$ cat src/rtl/cpu_run_ctrl.sv
// rtl/cpu_run_ctrl.sv - run-mode controller gating the CPU clock enable (step, run-N, free-run)
module cpu_run_ctrl #(
    parameter int ADDR_W = 32,
    parameter int CNT_W  = 16,
    parameter int NUM_BP = 2
) (
    input  logic                     Clk,
    input  logic                     Clrn,
    input  logic [1:0]               Mode,
    input  logic                     Start,
    input  logic                     Stop,
    input  logic [CNT_W-1:0]         Run_count,
    input  logic [NUM_BP*ADDR_W-1:0] Bp_addr,
    input  logic [NUM_BP-1:0]        Bp_en,
    input  logic [ADDR_W-1:0]        Iaddr,
    input  logic                     Clr_cnt,
    output logic                     Cpu_ce,
    output logic                     Busy,
    output logic                     Done,
    output logic [1:0]               Halt_cause,
    output logic [NUM_BP-1:0]        Bp_hit,
    output logic [31:0]              Instr_cnt
);

    typedef enum logic [1:0] {S_IDLE, S_RUN, S_DONE} state_t;

    localparam logic [1:0] MODE_STEP = 2'b01;
    localparam logic [1:0] MODE_RUNN = 2'b10;
    localparam logic [1:0] MODE_FREE = 2'b11;

    localparam logic [1:0] CAUSE_NONE  = 2'b00;
    localparam logic [1:0] CAUSE_COUNT = 2'b01;
    localparam logic [1:0] CAUSE_BP    = 2'b10;
    localparam logic [1:0] CAUSE_STOP  = 2'b11;

    state_t             state_q, state_d;
    logic [1:0]         mode_q, mode_d;
    logic [CNT_W-1:0]   remaining_q, remaining_d;
    logic               first_q, first_d;
    logic [1:0]         cause_q, cause_d;
    logic [NUM_BP-1:0]  bp_hit_q, bp_hit_d;
    logic [31:0]        instr_cnt_q, instr_cnt_d;

    logic [NUM_BP-1:0]  bp_vec;
    logic               bp_match;
    logic               run_ce;

    // first_q masks the match so a run can resume from the PC it halted on
    always_comb begin
        bp_vec = '0;
        for (int i = 0; i < NUM_BP; i++) begin
            bp_vec[i] = Bp_en[i] && (Iaddr == Bp_addr[i*ADDR_W +: ADDR_W]);
        end
        bp_match = (|bp_vec) && !first_q;
        run_ce   = (state_q == S_RUN) && !Stop && !bp_match;
    end

    always_ff @(posedge Clk or negedge Clrn) begin
        if (!Clrn) begin
            state_q     <= S_IDLE;
            mode_q      <= 2'b00;
            remaining_q <= '0;
            first_q     <= 1'b0;
            cause_q     <= CAUSE_NONE;
            bp_hit_q    <= '0;
            instr_cnt_q <= '0;
        end else begin
            state_q     <= state_d;
            mode_q      <= mode_d;
            remaining_q <= remaining_d;
            first_q     <= first_d;
            cause_q     <= cause_d;
            bp_hit_q    <= bp_hit_d;
            instr_cnt_q <= instr_cnt_d;
        end
    end

    always_comb begin
        state_d     = state_q;
        mode_d      = mode_q;
        remaining_d = remaining_q;
        first_d     = first_q;
        cause_d     = cause_q;
        bp_hit_d    = bp_hit_q;
        case (state_q)
            S_IDLE: begin
                if (Start && (Mode != 2'b00)) begin
                    mode_d   = Mode;
                    first_d  = 1'b1;
                    cause_d  = CAUSE_NONE;
                    bp_hit_d = '0;
                    if (Mode == MODE_STEP) begin
                        remaining_d = CNT_W'(1);
                        state_d     = S_RUN;
                    end else if (Mode == MODE_RUNN) begin
                        if (Run_count != '0) begin
                            remaining_d = Run_count;
                            state_d     = S_RUN;
                        end else begin
                            cause_d = CAUSE_COUNT;
                            state_d = S_DONE;
                        end
                    end else begin
                        state_d = S_RUN;
                    end
                end
            end
            S_RUN: begin
                first_d = 1'b0;
                if (Stop) begin
                    cause_d = CAUSE_STOP;
                    state_d = S_DONE;
                end else if (bp_match) begin
                    cause_d  = CAUSE_BP;
                    bp_hit_d = bp_vec;
                    state_d  = S_DONE;
                end else if (mode_q != MODE_FREE) begin
                    remaining_d = remaining_q - CNT_W'(1);
                    if (remaining_q == CNT_W'(1)) begin
                        cause_d = CAUSE_COUNT;
                        state_d = S_DONE;
                    end
                end
            end
            S_DONE: state_d = S_IDLE;
            default: state_d = S_IDLE;
        endcase
    end

    // Clear beats a coincident retire
    always_comb begin
        instr_cnt_d = instr_cnt_q;
        if (Clr_cnt) begin
            instr_cnt_d = '0;
        end else if (run_ce) begin
            instr_cnt_d = instr_cnt_q + 32'd1;
        end
    end

    always_comb begin
        Cpu_ce     = run_ce;
        Busy       = (state_q != S_IDLE);
        Done       = (state_q == S_DONE);
        Halt_cause = cause_q;
        Bp_hit     = bp_hit_q;
        Instr_cnt  = instr_cnt_q;
    end

endmodule

$ cat config.mk
export PLATFORM = sky130hd
export DESIGN_NAME = cpu_run_ctrl
export DESIGN_NICKNAME = d
export VERILOG_FILES = /design/src/rtl/cpu_run_ctrl.sv
export SDC_FILE = /design/constraint.sdc
export NUM_CORES = 1
export LEC_CHECK = 0
export BUFFER_PORTS_ARGS = -buffer_cell sky130_fd_sc_hd__buf_4
export CAP_MARGIN = 25
export CORE_UTILIZATION = 30
export CTS_CLUSTER_DIAMETER = 30
export CTS_CLUSTER_SIZE = 14
export DETAILED_ROUTE_END_ITERATION = 10
export GPL_TIMING_DRIVEN = 1
export PLACE_DENSITY = 0.57
export SLEW_MARGIN = 20
export SYNTH_ARGS = -nofsm -noshare
export SYNTH_HDL_FRONTEND = slang
export SYNTH_SLANG_ARGS = --single-unit
$ cat constraint.sdc
create_clock -name Clk -period 4.2 [get_ports Clk]
set_clock_uncertainty 0.2 [all_clocks]
set_input_delay 0 -clock Clk [delete_from_list [all_inputs] [get_ports Clk]]
set_output_delay 0 -clock Clk [all_outputs]
set_load 0.01 [all_outputs]
==> insert_results.sql, run 1 <==
INSERT INTO impl_metrics (metric_group, metric, value, unit) VALUES
('synth', 'synth_seq_cells', '57', ''),
('run', 'maxCapViolations', '0', ''),
('layout', 'finish.cell_count_without_fillers', '846', ''),
('drt', 'num_vias', '4423', ''),
('layout', 'final_nets', '792', ''),
('setup_path', 'startpoint_type', 'input port', ''),
('layout', 'most-common-layout-cells', 'sky130_fd_sc_hd__buf_4 (161), sky130_fd_sc_hd__dfrtp_1 (57), sky130_fd_sc_hd__xnor2_1 (57)', ''),
('floorplanning', 'starting_density_of_the_core', '30.8', '%'),
('power_and_ir_drop', 'seqPwrFrac', '33.0', '%'),
('timing', 'fraction_of_the_cycle_the_final_worst_path_needs', '89.1', '%'),
('setup_path', 'worst_setup_path_end_kind', 'flip-flop', ''),
('grt', 'global_route_wire_length_before_repair', '21700', 'µm'),
('layout', 'fillCellCount', '1341', ''),
('clock_tree', 'post_cts.resized_instances', '0', ''),
('clock_tree', 'cts_hold_buf', '32', ''),
('layout', 'area.sequential', '0.00143', 'mm²'),
('clock_tree', 'clock_tree.root_cell', 'sky130_fd_sc_hd__clkbuf_16', ''),
('power_and_ir_drop', 'power.combinational.fraction', '37.0', '%'),
('clock_tree', 'cts_setup_buffers', '0', ''),
('grt', 'grt_antenna_before_repair', '0', ''),
('synth', 'synth_ff_type', 'sky130_fd_sc_hd__dfrtp_1', ''),
('floorplanning', 'die_width', '119', 'µm'),
('synth', 'number_of_warnings_issued_by_yosys', '0', ''),
('floorplanning', 'placement_rows', '42', ''),
('clock_tree', 'cts-buffers-inserted', '9', ''),
('synth', 'postSynth.asyncResetShare', '100', '%'),
('clock_tree', 'clock-sinks', '57', ''),
('setup_path', 'crit_path_max_fanout', '20', ''),
('grt', 'global_route.usage.total', '19.4', '%'),
('setup_path', 'crit_slowest_cell', 'sky130_fd_sc_hd__nand2_1', ''),
('layout', 'mostFrequentLayoutCell', 'sky130_fd_sc_hd__buf_4', ''),
('timing', 'final_number_of_hold_violating_endpoints', '0', ''),
('power_and_ir_drop', 'internal_power', '1460', 'µW'),
('setup_path', 'arrival', '3810', 'ps'),
('timing', 'worst_pin_slew', '815', 'ps'),
('setup_path', 'kind_of_cell_adding_the_most_delay_to_the_critical_path', 'buffers and inverters', ''),
('drt', 'postRouteWirelength', '13300', 'µm'),
('place', 'io_buffers', '159', ''),
('timing', 'finalCriticalPeriod', '3740', 'ps'),
('timing', 'setup_viol', '0', ''),
('timing', 'grt_setup_unrepaired', 'no', ''),
('floorplanning', 'io_pins', '160', ''),
('layout', 'drive_above_1_share', '29.7', '%'),
('synth', 'synth-seq-area-share', '35.0', '%'),
('synth', 'synthesis.nets', '604', ''),
('synth', 'netlist_area', '0.00408', 'mm²'),
('place', 'place_ws', '1180', 'ps'),
('outcome', 'outcome', 'finished clean', ''),
('layout', 'area.growth.synth_to_final', '48.1', '%'),
('clock_tree', 'cts.reportedPaths.clkPinSlew', '50', 'ps'),
('power_and_ir_drop', 'total_switching_power', '785', 'µW'),
('grt', 'number_of_global_route_vias_before_repair', '4512', ''),
('timing', 'slew_headroom', '45.3', '%'),
('clock_tree', 'tritoncts', 'built', ''),
('setup_path', 'cpPeakStageDelay', '650', 'ps'),
('floorplanning', 'die_area', '0.0141', 'mm²'),
('power_and_ir_drop', 'vdd_drop_max', '246', 'µV'),
('place', 'gp_routability_congestion', '0.853', ''),
('setup_path', 'class_of_the_most_critical_setup_path', 'input port to flip-flop', ''),
('timing', 'setup_tns', '0', 'ps'),
('clock_tree', 'ctsHtreeMaxLevel', '3', ''),
('setup_path', 'crit_path_frequent_cell', 'sky130_fd_sc_hd__dlygate4sd3_1', ''),
('synth', 'netlist-cell-type-count', '43', ''),
('drt', 'initialDrtViolationCount', '314', ''),
('timing', 'hold_slack', '40.8', 'ps'),
('timing', 'setup_slack', '457', 'ps'),
('setup_path', 'worstPathBufferInverterCount', '4', ''),
('power_and_ir_drop', 'leakage', '0.00258', 'µW'),
('clock_tree', 'clk-insertion-delay-late', '330', 'ps'),
('floorplanning', 'die-height', '119', 'µm'),
('power_and_ir_drop', 'power.share.clock', '30.0', '%');
## per-stage QoR
stage | total power (µW) | area [µm²]
final | 2250 | 6040
after global routing | 2380 | 6040
after floorplan | 1210 | 4080
after global placement | 1510 | 5450
after detailed placement | 1520 | 5450
after CTS | 2260 | 6040
## sequential cells by signal (all words and copies together), names as in the netlist
register and cells:
Bp_hit 2, remaining_q 16, first_q 1, state_q 2, Instr_cnt 32, mode_q 2
Halt_cause 2
## path summary, 6_finish.rpt
kind                                      from  cells after the start  slack [ps]               to
worst max-delay path               Bp_addr[21]                     11         460   remaining_q[3]
worst min-delay path                     Start                      5          40       state_q[1]
worst max register to register  remaining_q[6]                      7        1070  remaining_q[12]
worst min register to register       mode_q[1]                      2         280        mode_q[1]
max in group asynchronous                 Clrn                      2        3190    Instr_cnt[25]
min in group asynchronous                 Clrn                      2         100    Instr_cnt[20]
## area by class of cell
cell class	count	share of cell area (%)
Inverter	12	0.746
Clock inverter	3	0.249
Clock buffer	13	4.31
Multi-Input combinational cell	392	42.1
Tap cell	176	3.65
Timing Repair Buffer	193	25.3
Sequential cell	57	23.6
## metal layers
metal  wire length, µm  up-vias  global-route usage (%)
met5                 0        -                       0
met4               349        0                    9.18
met3               678       29                    3.57
met2              6390      172                    32.3
met1              5880     2086                    24.1
li1                  -     2136                       -
## Yosys cell counts, types with 2 or more instances
master / instances / area share [%]
sky130_fd_sc_hd__o22ai_1: 5 / 0.77
sky130_fd_sc_hd__inv_1: 12 / 1.1
sky130_fd_sc_hd__or3_1: 14 / 2.1
sky130_fd_sc_hd__or4_1: 10 / 1.8
sky130_fd_sc_hd__nor2b_1: 15 / 2.3
sky130_fd_sc_hd__o311ai_0: 7 / 1.5
sky130_fd_sc_hd__nor3_1: 15 / 1.8
sky130_fd_sc_hd__clkbuf_1: 14 / 1.3
sky130_fd_sc_hd__nand4_1: 23 / 3.5
sky130_fd_sc_hd__or3_4: 2 / 0.55
sky130_fd_sc_hd__nand2b_1: 5 / 0.77
sky130_fd_sc_hd__nand3_1: 23 / 2.8
sky130_fd_sc_hd__xor2_1: 8 / 1.7
sky130_fd_sc_hd__dfrtp_1: 57 / 35
sky130_fd_sc_hd__a31oi_1: 2 / 0.31
sky130_fd_sc_hd__and3_1: 7 / 1.1
sky130_fd_sc_hd__a21oi_1: 23 / 2.8
sky130_fd_sc_hd__o31ai_1: 10 / 1.8
sky130_fd_sc_hd__nor2_1: 33 / 3.0
sky130_fd_sc_hd__mux2_2: 14 / 3.9
sky130_fd_sc_hd__o211ai_1: 7 / 1.3
sky130_fd_sc_hd__nand3b_1: 3 / 0.55
sky130_fd_sc_hd__nor4_1: 19 / 2.9
sky130_fd_sc_hd__xnor2_1: 57 / 12
sky130_fd_sc_hd__ha_1: 6 / 1.8
sky130_fd_sc_hd__a21o_1: 4 / 0.74
sky130_fd_sc_hd__or2_2: 5 / 0.77
sky130_fd_sc_hd__mux2i_1: 3 / 0.74
sky130_fd_sc_hd__o21ai_0: 14 / 1.7
sky130_fd_sc_hd__nand2_1: 45 / 4.1
sky130_fd_sc_hd__a22oi_1: 3 / 0.55
## power by group through the flow
stage / Combinational [µW] / Sequential (µW) / Clock, µW
3_5_place_dp: 771 / 746 / 0
4_1_cts: 828 / 738 / 696
2_1_floorplan: 484 / 726 / 0
6_report: 832 / 740 / 675
5_1_grt: 915 / 752 / 715
3_3_place_gp: 760 / 746 / 0
## worst min-delay path, cell delays in order
cell,delay [ps]
sky130_fd_sc_hd__buf_4,80
sky130_fd_sc_hd__nand2b_1,80
sky130_fd_sc_hd__nor2_1,100
sky130_fd_sc_hd__a31oi_1,130
sky130_fd_sc_hd__a21oi_1,140
## logic make-up after synthesis
family / count (synthesis) / share of synthesized area [%]
muxes: 17 / 4.60
xor gates and xnor gates: 65 / 14.0
DFF: 57 / 35.0
adders and majority gates: 6 / 1.84
and+or+nand+nor: 224 / 29.3
AOI/OAI and AO/OA: 80 / 12.7
buffers and inverters: 28 / 2.61
(Power assumes the default switching activity.)
==> run 2: changes to the inputs <==
--- a/config.mk
+++ b/config.mk
@@ -5,6 +5,7 @@
 export SDC_FILE = /design/constraint.sdc
 export NUM_CORES = 1
 export LEC_CHECK = 0
+export ABC_AREA = 1
 export BUFFER_PORTS_ARGS = -buffer_cell sky130_fd_sc_hd__buf_4
 export CAP_MARGIN = 25
 export CORE_UTILIZATION = 30
@@ -12,7 +13,7 @@
 export CTS_CLUSTER_SIZE = 14
 export DETAILED_ROUTE_END_ITERATION = 10
 export GPL_TIMING_DRIVEN = 1
-export PLACE_DENSITY = 0.57
+export PLACE_DENSITY = 0.59
 export SLEW_MARGIN = 20
 export SYNTH_ARGS = -nofsm -noshare
 export SYNTH_HDL_FRONTEND = slang
==> insert_results.sql, run 2 <==
INSERT INTO impl_metrics (metric_group, metric, value, unit) VALUES
('layout', 'most-common-layout-cells', 'sky130_fd_sc_hd__nand2_1 (275), sky130_fd_sc_hd__buf_4 (160), sky130_fd_sc_hd__inv_1 (155)', ''),
('synth', 'netlist-cell-type-count', '42', ''),
('timing', 'setup_tns', '0', 'ps'),
('timing', 'slew_violations', '0', ''),
('layout', 'antenna_cells', '0', ''),
('grt', 'remaining_global_route_overflow', '0', ''),
('setup_path', 'crit_path_frequent_cell', 'sky130_fd_sc_hd__nand2_1', ''),
('outcome', 'outcome', 'finished clean', ''),
('synth', 'synth_area_leader_cell', 'sky130_fd_sc_hd__dfrtp_1', ''),
('setup_path', 'crit_path_max_fanout', '17', ''),
('synth', 'synth_seq_cells', '57', ''),
('clock_tree', 'cts.reportedPaths.clkPinSlew', '50', 'ps'),
('synth', 'postSynth.asyncResetShare', '100', '%'),
('layout', 'fillCellCount', '1774', ''),
('timing', 'hold_slack', '67.2', 'ps'),
('drt', 'postRouteWirelength', '14800', 'µm'),
('timing', 'max_freq', '348', 'MHz'),
('layout', 'area.growth.synth_to_final', '38.9', '%'),
('drt', 'num_vias', '5526', ''),
('clock_tree', 'tritoncts', 'built', ''),
('power_and_ir_drop', 'power.share.clock', '25.7', '%'),
('layout', 'finalCoreUtilization', '42.4', '%'),
('drt', 'route.detailed.wl_per_inst', '11.9', 'µm'),
('synth', 'yosys.area.top_type_share', '28.3', '%'),
('synth', 'number_of_warnings_issued_by_yosys', '0', ''),
('timing', 'worst_pin_slew', '842', 'ps'),
('clock_tree', 'clock-sinks', '57', ''),
('drt', 'detail_route.first_pass.iterations', '5', ''),
('setup_path', 'cpPeakStageDelay', '680', 'ps'),
('setup_path', 'worst_setup_path_end_kind', 'flip-flop', ''),
('clock_tree', 'buffer_levels_on_the_longest_clock_path', '2', ''),
('layout', 'area.sequential', '0.00143', 'mm²'),
('floorplanning', 'starting_density_of_the_core', '30.5', '%'),
('grt', 'global_route_wire_length_before_repair', '24700', 'µm'),
('layout', 'final_nets', '1147', ''),
('grt', 'number_of_global_route_vias_before_repair', '5226', ''),
('grt', 'grt_start_max_net_pins', '58', ''),
('grt', 'global_route.usage.total', '17.6', '%'),
('synth', 'postSynthAreaPerCell', '6.05', 'µm²'),
('clock_tree', 'cts-buffers-inserted', '9', ''),
('synth', 'synth.most_common_cell', 'sky130_fd_sc_hd__nand2_1', ''),
('synth', 'postSynthCellCount', '834', ''),
('clock_tree', 'clk-insertion-delay-late', '340', 'ps'),
('grt', 'grt_antenna_before_repair', '0', ''),
('setup_path', 'critical_path_rt', '4220', 'ps'),
('floorplanning', 'placeableCoreArea', '0.0165', 'mm²'),
('timing', 'final_number_of_hold_violating_endpoints', '0', ''),
('setup_path', 'kind_of_cell_adding_the_most_delay_to_the_critical_path', 'simple AND/OR/NAND/NOR gates', ''),
('timing', 'fraction_of_the_cycle_the_final_worst_path_needs', '68.4', '%'),
('floorplanning', 'die-height', '132', 'µm'),
('synth', 'synth_enable_flop_cells', '0', ''),
('synth', 'synth-seq-area-share', '28.3', '%'),
('drt', 'initialDrtViolationCount', '320', ''),
('place', 'placed_cells_incl_taps', '1201', ''),
('drt', 'postRouteAntennaNets', '0', ''),
('setup_path', 'worstPathBufferInverterCount', '2', ''),
('setup_path', 'arrival', '2890', 'ps'),
('drt', 'vias_per_cell', '4.44', ''),
('layout', 'combined_area_of_the_multi_input_logic_cells', '0.00291', 'mm²'),
('drt', 'drcViolationCount', '0', ''),
('layout', 'drive_above_1_share', '20.8', '%'),
('setup_path', 'class_of_the_most_critical_setup_path', 'flip-flop to flip-flop', ''),
('synth', 'netlist_top_cells_area', 'sky130_fd_sc_hd__dfrtp_1 (28%), sky130_fd_sc_hd__nand2_1 (20%), sky130_fd_sc_hd__inv_1 (12%)', ''),
('setup_path', 'startpoint_type', 'flip-flop', ''),
('layout', 'finish.cell_count_without_fillers', '1245', ''),
('min_path', 'min-delay-path-class', 'input port to asynchronous set/reset pin', ''),
('timing', 'slew_headroom', '43.9', '%'),
('power_and_ir_drop', 'leakage', '0.00383', 'µW'),
('clock_tree', 'ctsHtreeMaxLevel', '3', ''),
('floorplanning', 'io_pins', '160', ''),
('synth', 'synth_ff_type', 'sky130_fd_sc_hd__dfrtp_1', ''),
('run', 'maxCapViolations', '0', ''),
('setup_path', 'timing.critical_path.cells', 'inv_1 > nand2_1 > inv_1 > nand2_1 > a21oi_2 > nand2_4 > nand2_1 > nand2_1', ''),
('power_and_ir_drop', 'power.combinational.fraction', '43.9', '%'),
('power_and_ir_drop', 'power.density', '409', 'mW/mm²'),
('clock_tree', 'cts_setup_buffers', '0', ''),
('place', 'gp_routability_congestion', '0.879', ''),
('synth', 'netlist_area', '0.00505', 'mm²'),
('place', 'hpwl', '11600', 'µm'),
('power_and_ir_drop', 'sw_frac_of_total', '41.2', '%'),
('layout', 'mostFrequentLayoutCell', 'sky130_fd_sc_hd__nand2_1', ''),
('floorplanning', 'die_width', '132', 'µm'),
('power_and_ir_drop', 'seqPwrFrac', '30.4', '%'),
('clock_tree', 'clock_tree.root_cell', 'sky130_fd_sc_hd__clkbuf_16', ''),
('power_and_ir_drop', 'internal_power', '1690', 'µW'),
('power_and_ir_drop', 'total_switching_power', '1180', 'µW'),
('timing', 'setup_viol', '0', ''),
('place', 'io_buffers', '159', ''),
('synth', 'synthesis.nets', '961', ''),
('power_and_ir_drop', 'vdd_drop_max', '239', 'µV'),
('timing', 'finalCriticalPeriod', '2870', 'ps'),
('synth', 'synth_commonest_cells', 'sky130_fd_sc_hd__nand2_1 (275), sky130_fd_sc_hd__inv_1 (155), sky130_fd_sc_hd__nor2_1 (78), sky130_fd_sc_hd__nand3_1 (63), sky130_fd_sc_hd__dfrtp_1 (57)', ''),
('layout', 'largest_reg_flops', '32', ''),
('timing', 'grt_setup_unrepaired', 'no', ''),
('floorplanning', 'die_area', '0.0173', 'mm²'),
('setup_path', 'crit_slowest_cell', 'sky130_fd_sc_hd__a21oi_2', ''),
('floorplanning', 'placement_rows', '47', '');
-- run 2: worst register-to-register path, cell delays in order (launching register included) --
cell,delay (ps)
sky130_fd_sc_hd__dfrtp_1,370
sky130_fd_sc_hd__inv_1,110
sky130_fd_sc_hd__nand2_1,320
sky130_fd_sc_hd__inv_1,480
sky130_fd_sc_hd__nand2_1,140
sky130_fd_sc_hd__a21oi_2,680
sky130_fd_sc_hd__nand2_4,280
sky130_fd_sc_hd__nand2_1,120
sky130_fd_sc_hd__nand2_1,60
-- run 2: area by class of cell --
type,instances,share of cell area [%]
clock buffer,10,3.41
clock inverter,6,0.821
inverter,165,8.83
multi-input combinational,599,41.5
sequential,57,20.3
tap,220,3.93
timing repair buffer,188,21.1
-- run 2: worst paths after layout --
check                         startpoint              end  slack (ps)  cells after the start
max                           state_q[1]  remaining_q[13]        1330                      8
min                                 Clrn   remaining_q[2]          70                      2
max reg2reg                   state_q[1]  remaining_q[13]        1330                      8
min reg2reg                Halt_cause[1]    Halt_cause[1]         280                      2
max in group asynchronous           Clrn    Instr_cnt[16]        3240                      2
min in group Clk           Halt_cause[1]    Halt_cause[1]         280                      2
-- run 2: cell families after synthesis --
logic type      synth area share, %
flops                          28.3
compound gates                 8.46
simple gates                   42.7
xor+xnor                       5.03
buf+inv                        14.0
fa+ha+maj                      1.49
-- run 2: power groups by stage --
stage / Sequential (µW) / Clock, µW / Combinational [µW]
final: 870 / 737 / 1260
after global routing: 902 / 775 / 1440
after CTS: 871 / 752 / 1260
after detailed placement: 877 / 0 / 1230
after floorplan: 863 / 0 / 823
after global placement: 878 / 0 / 1220
-- run 2: repair_timing --
| item | CTS | global route |
|---|---|---|
| hold buffers | 28 | 0 |
| endpoints found under the hold margin | 94 | 0 |
| gates resized for setup | 0 | 0 |
-- run 2: through the flow --
stage	setup slack, ps	instance area, µm²	total power [µW]
floorplan	2190	5050	1690
global placement	1450	6430	2100
detailed placement	1340	6430	2110
CTS	1320	7010	2890
global route	1030	7010	3120
finish	1330	7010	2860
-- run 2: metal layers --
layer	routed length [µm]	part of all wire (%)	up-vias	global-route usage, %
li1	-	-	2950	-
met1	6930	47	2425	22.9
met2	6950	47	131	29.1
met3	654	4.4	20	3.90
met4	234	1.6	0	5.04
met5	0	0	-	0
==> run 3: changes to the inputs <==
==> constraint.sdc (replaced) <==
create_clock -name Clk -period 3 [get_ports Clk]
set_clock_uncertainty 0.2 [all_clocks]
set_input_delay 0 -clock Clk [delete_from_list [all_inputs] [get_ports Clk]]
set_output_delay 0 -clock Clk [all_outputs]
set_load 0.01 [all_outputs]
==> insert_results.sql, run 3 (synthesized netlist as in run 2, its figures left out) <==
INSERT INTO impl_metrics (metric_group, metric, value, unit) VALUES
('setup_path', 'cpPeakStageDelay', '570', 'ps'),
('setup_path', 'worstPathBufferInverterCount', '5', ''),
('setup_path', 'timing.critical_path.cells', 'dlygate4sd3_1 > buf_4 > xnor2_1 > dlygate4sd3_1 > nand3_1 > nor2_2 > dlygate4sd3_1 > nand4_1 > dlygate4sd3_1 > o21ai_0', ''),
('drt', 'drcViolationCount', '0', ''),
('setup_path', 'worst_setup_path_end_kind', 'flip-flop', ''),
('floorplanning', 'starting_density_of_the_core', '30.5', '%'),
('layout', 'area.growth.synth_to_final', '39.3', '%'),
('timing', 'grt_setup_unrepaired', 'no', ''),
('clock_tree', 'tritoncts', 'built', ''),
('outcome', 'outcome', 'finished clean', ''),
('setup_path', 'arrival', '2920', 'ps'),
('layout', 'antenna_cells', '0', ''),
('setup_path', 'crit_slowest_cell', 'sky130_fd_sc_hd__dlygate4sd3_1', ''),
('setup_path', 'critical_path_rt', '3050', 'ps'),
('floorplanning', 'die-height', '132', 'µm'),
('grt', 'global_route.usage.met2', '29.4', '%'),
('layout', 'final_nets', '1153', ''),
('clock_tree', 'ctsHtreeMaxLevel', '3', ''),
('clock_tree', 'clock-sinks', '57', ''),
('place', 'gp_routability_congestion', '0.851', ''),
('timing', 'max_freq', '349', 'MHz'),
('floorplanning', 'placement_rows', '47', ''),
('grt', 'global_route.usage.met3', '3.82', '%'),
('setup_path', 'crit_path_max_fanout', '2', ''),
('layout', 'drive_above_1_share', '20.7', '%'),
('setup_path', 'r2r_end', 'remaining_q[3]', ''),
('drt', 'route.detailed.wl_per_inst', '12.1', 'µm'),
('floorplanning', 'placeableCoreArea', '0.0165', 'mm²'),
('power_and_ir_drop', 'total_power', '3890', 'µW'),
('clock_tree', 'cts-buffers-inserted', '9', ''),
('setup_path', 'kind_of_cell_adding_the_most_delay_to_the_critical_path', 'buffers and inverters', ''),
('layout', 'most-common-layout-cells', 'sky130_fd_sc_hd__nand2_1 (275), sky130_fd_sc_hd__buf_4 (164), sky130_fd_sc_hd__inv_1 (155)', ''),
('setup_path', 'critical_register_to_register_path_startpoint', 'state_q[0]', ''),
('grt', 'number_of_global_route_vias_before_repair', '5148', ''),
('drt', 'postRouteAntennaNets', '0', ''),
('setup_path', 'worst-path-stages', '10', ''),
('drt', 'vias_per_cell', '4.45', ''),
('timing', 'setup_viol', '0', ''),
('setup_path', 'crit_path_frequent_cell', 'sky130_fd_sc_hd__dlygate4sd3_1', ''),
('drt', 'postRouteWirelength', '15100', 'µm'),
('floorplanning', 'die_area', '0.0173', 'mm²'),
('floorplanning', 'io_pins', '160', ''),
('timing', 'finalCriticalPeriod', '2870', 'ps'),
('setup_path', 'ff2ff_setup_slack', '640', 'ps'),
('drt', 'num_vias', '5562', ''),
('min_path', 'min-delay-path-class', 'input port to asynchronous set/reset pin', ''),
('grt', 'top_usage_layer_grt', 'met2', ''),
('layout', 'largest_reg_flops', '32', ''),
('grt', 'grt_met1_usage', '22.4', '%'),
('timing', 'final_number_of_hold_violating_endpoints', '0', ''),
('setup_path', 'class_of_the_most_critical_setup_path', 'input port to flip-flop', ''),
('power_and_ir_drop', 'vdd_drop_max', '289', 'µV'),
('power_and_ir_drop', 'leakage', '0.00385', 'µW'),
('layout', 'mostFrequentLayoutCell', 'sky130_fd_sc_hd__nand2_1', ''),
('drt', 'detail_route.first_pass.iterations', '5', ''),
('clock_tree', 'cts.reportedPaths.clkPinSlew', '50', 'ps'),
('timing', 'slew_headroom', '47.9', '%'),
('setup_path', 'startpoint_type', 'input port', ''),
('grt', 'grt_start_max_net_pins', '58', ''),
('grt', 'global_route.usage.total', '17.6', '%'),
('place', 'io_buffers', '159', ''),
('timing', 'worst_pin_slew', '781', 'ps'),
('place', 'hpwl', '11700', 'µm'),
('clock_tree', 'clock_tree.root_cell', 'sky130_fd_sc_hd__clkbuf_16', ''),
('drt', 'initialDrtViolationCount', '327', ''),
('clock_tree', 'buffer_levels_on_the_longest_clock_path', '2', ''),
('grt', 'grt_antenna_before_repair', '0', ''),
('grt', 'global_route_wire_length_before_repair', '24600', 'µm'),
('clock_tree', 'clk-insertion-delay-late', '330', 'ps'),
('timing', 'slew_violations', '0', ''),
('setup_path', 'crit_end', 'Bp_hit[0]', ''),
('grt', 'remaining_global_route_overflow', '0', ''),
('floorplanning', 'die_width', '132', 'µm'),
('power_and_ir_drop', 'power.density', '554', 'mW/mm²'),
('timing', 'fraction_of_the_cycle_the_final_worst_path_needs', '95.6', '%'),
('run', 'maxCapViolations', '0', ''),
('setup_path', 'worst-r2r-cell-count', '7', ''),
('setup_path', 'timing.critical_path.from', 'Bp_addr[22]', ''),
('timing', 'setup_tns', '0', 'ps');
-- run 3: what timing repair did --
action / 4_1_cts / 5_1_grt
setup buffers: 0 / 2
endpoints found under the setup margin: 0 / 2
hold endpoints to repair: 94 / 0
gates resized for setup: 0 / 3
hold buffers: 30 / 0
-- run 3: area by class of cell --
class	count	area, µm²
fillers	1804	9500
multi-input cells	599	2920
repair buffers	194	1530
flip-flops and latches	57	1430
inverters	165	619
well taps	220	275
clock buffers	15	258
-- run 3: metrics by stage --
stage | cell area (µm²) | util [%] | hold slack, ps | setup slack (ps) | cells
after global routing | 7030 | 42.5 | 178 | 3.23 | 1250
after global placement | 6450 | 39.0 | -73.5 | 703 | 1203
after floorplan | 5050 | - | -496 | 991 | 834
final | 7030 | 42.5 | 95.6 | 132 | 1250
after CTS | 7010 | 42.4 | 123 | 55.9 | 1248
after detailed placement | 6450 | 39.0 | -66.9 | 621 | 1203
-- run 3: metal layers --
metal  part of all wire (%)  routed length, µm
met5                      0                  0
met4                    2.0                304
met3                    4.9                733
met2                     47               7090
met1                     46               6940
-- run 3: worst min path at each step --
stage / cells after the start / from / to
2_1_floorplan: 0 / Clrn / Bp_hit[0]
3_3_place_gp: 1 / Clrn / remaining_q[12]
3_5_place_dp: 1 / Clrn / remaining_q[13]
4_1_cts: 2 / Clrn / remaining_q[13]
5_1_grt: 2 / Clrn / remaining_q[13]
6_report: 2 / Clrn / remaining_q[13]
-- run 3: where the power goes --
part           internal [µW]  switching, µW  leakage (µW)  total [µW]
Combinational            722           1050       0.00299        1770
Sequential               986            228      0.000740        1210
Clock                    577            334      0.000124         911
Total                   2280           1610       0.00385        3890
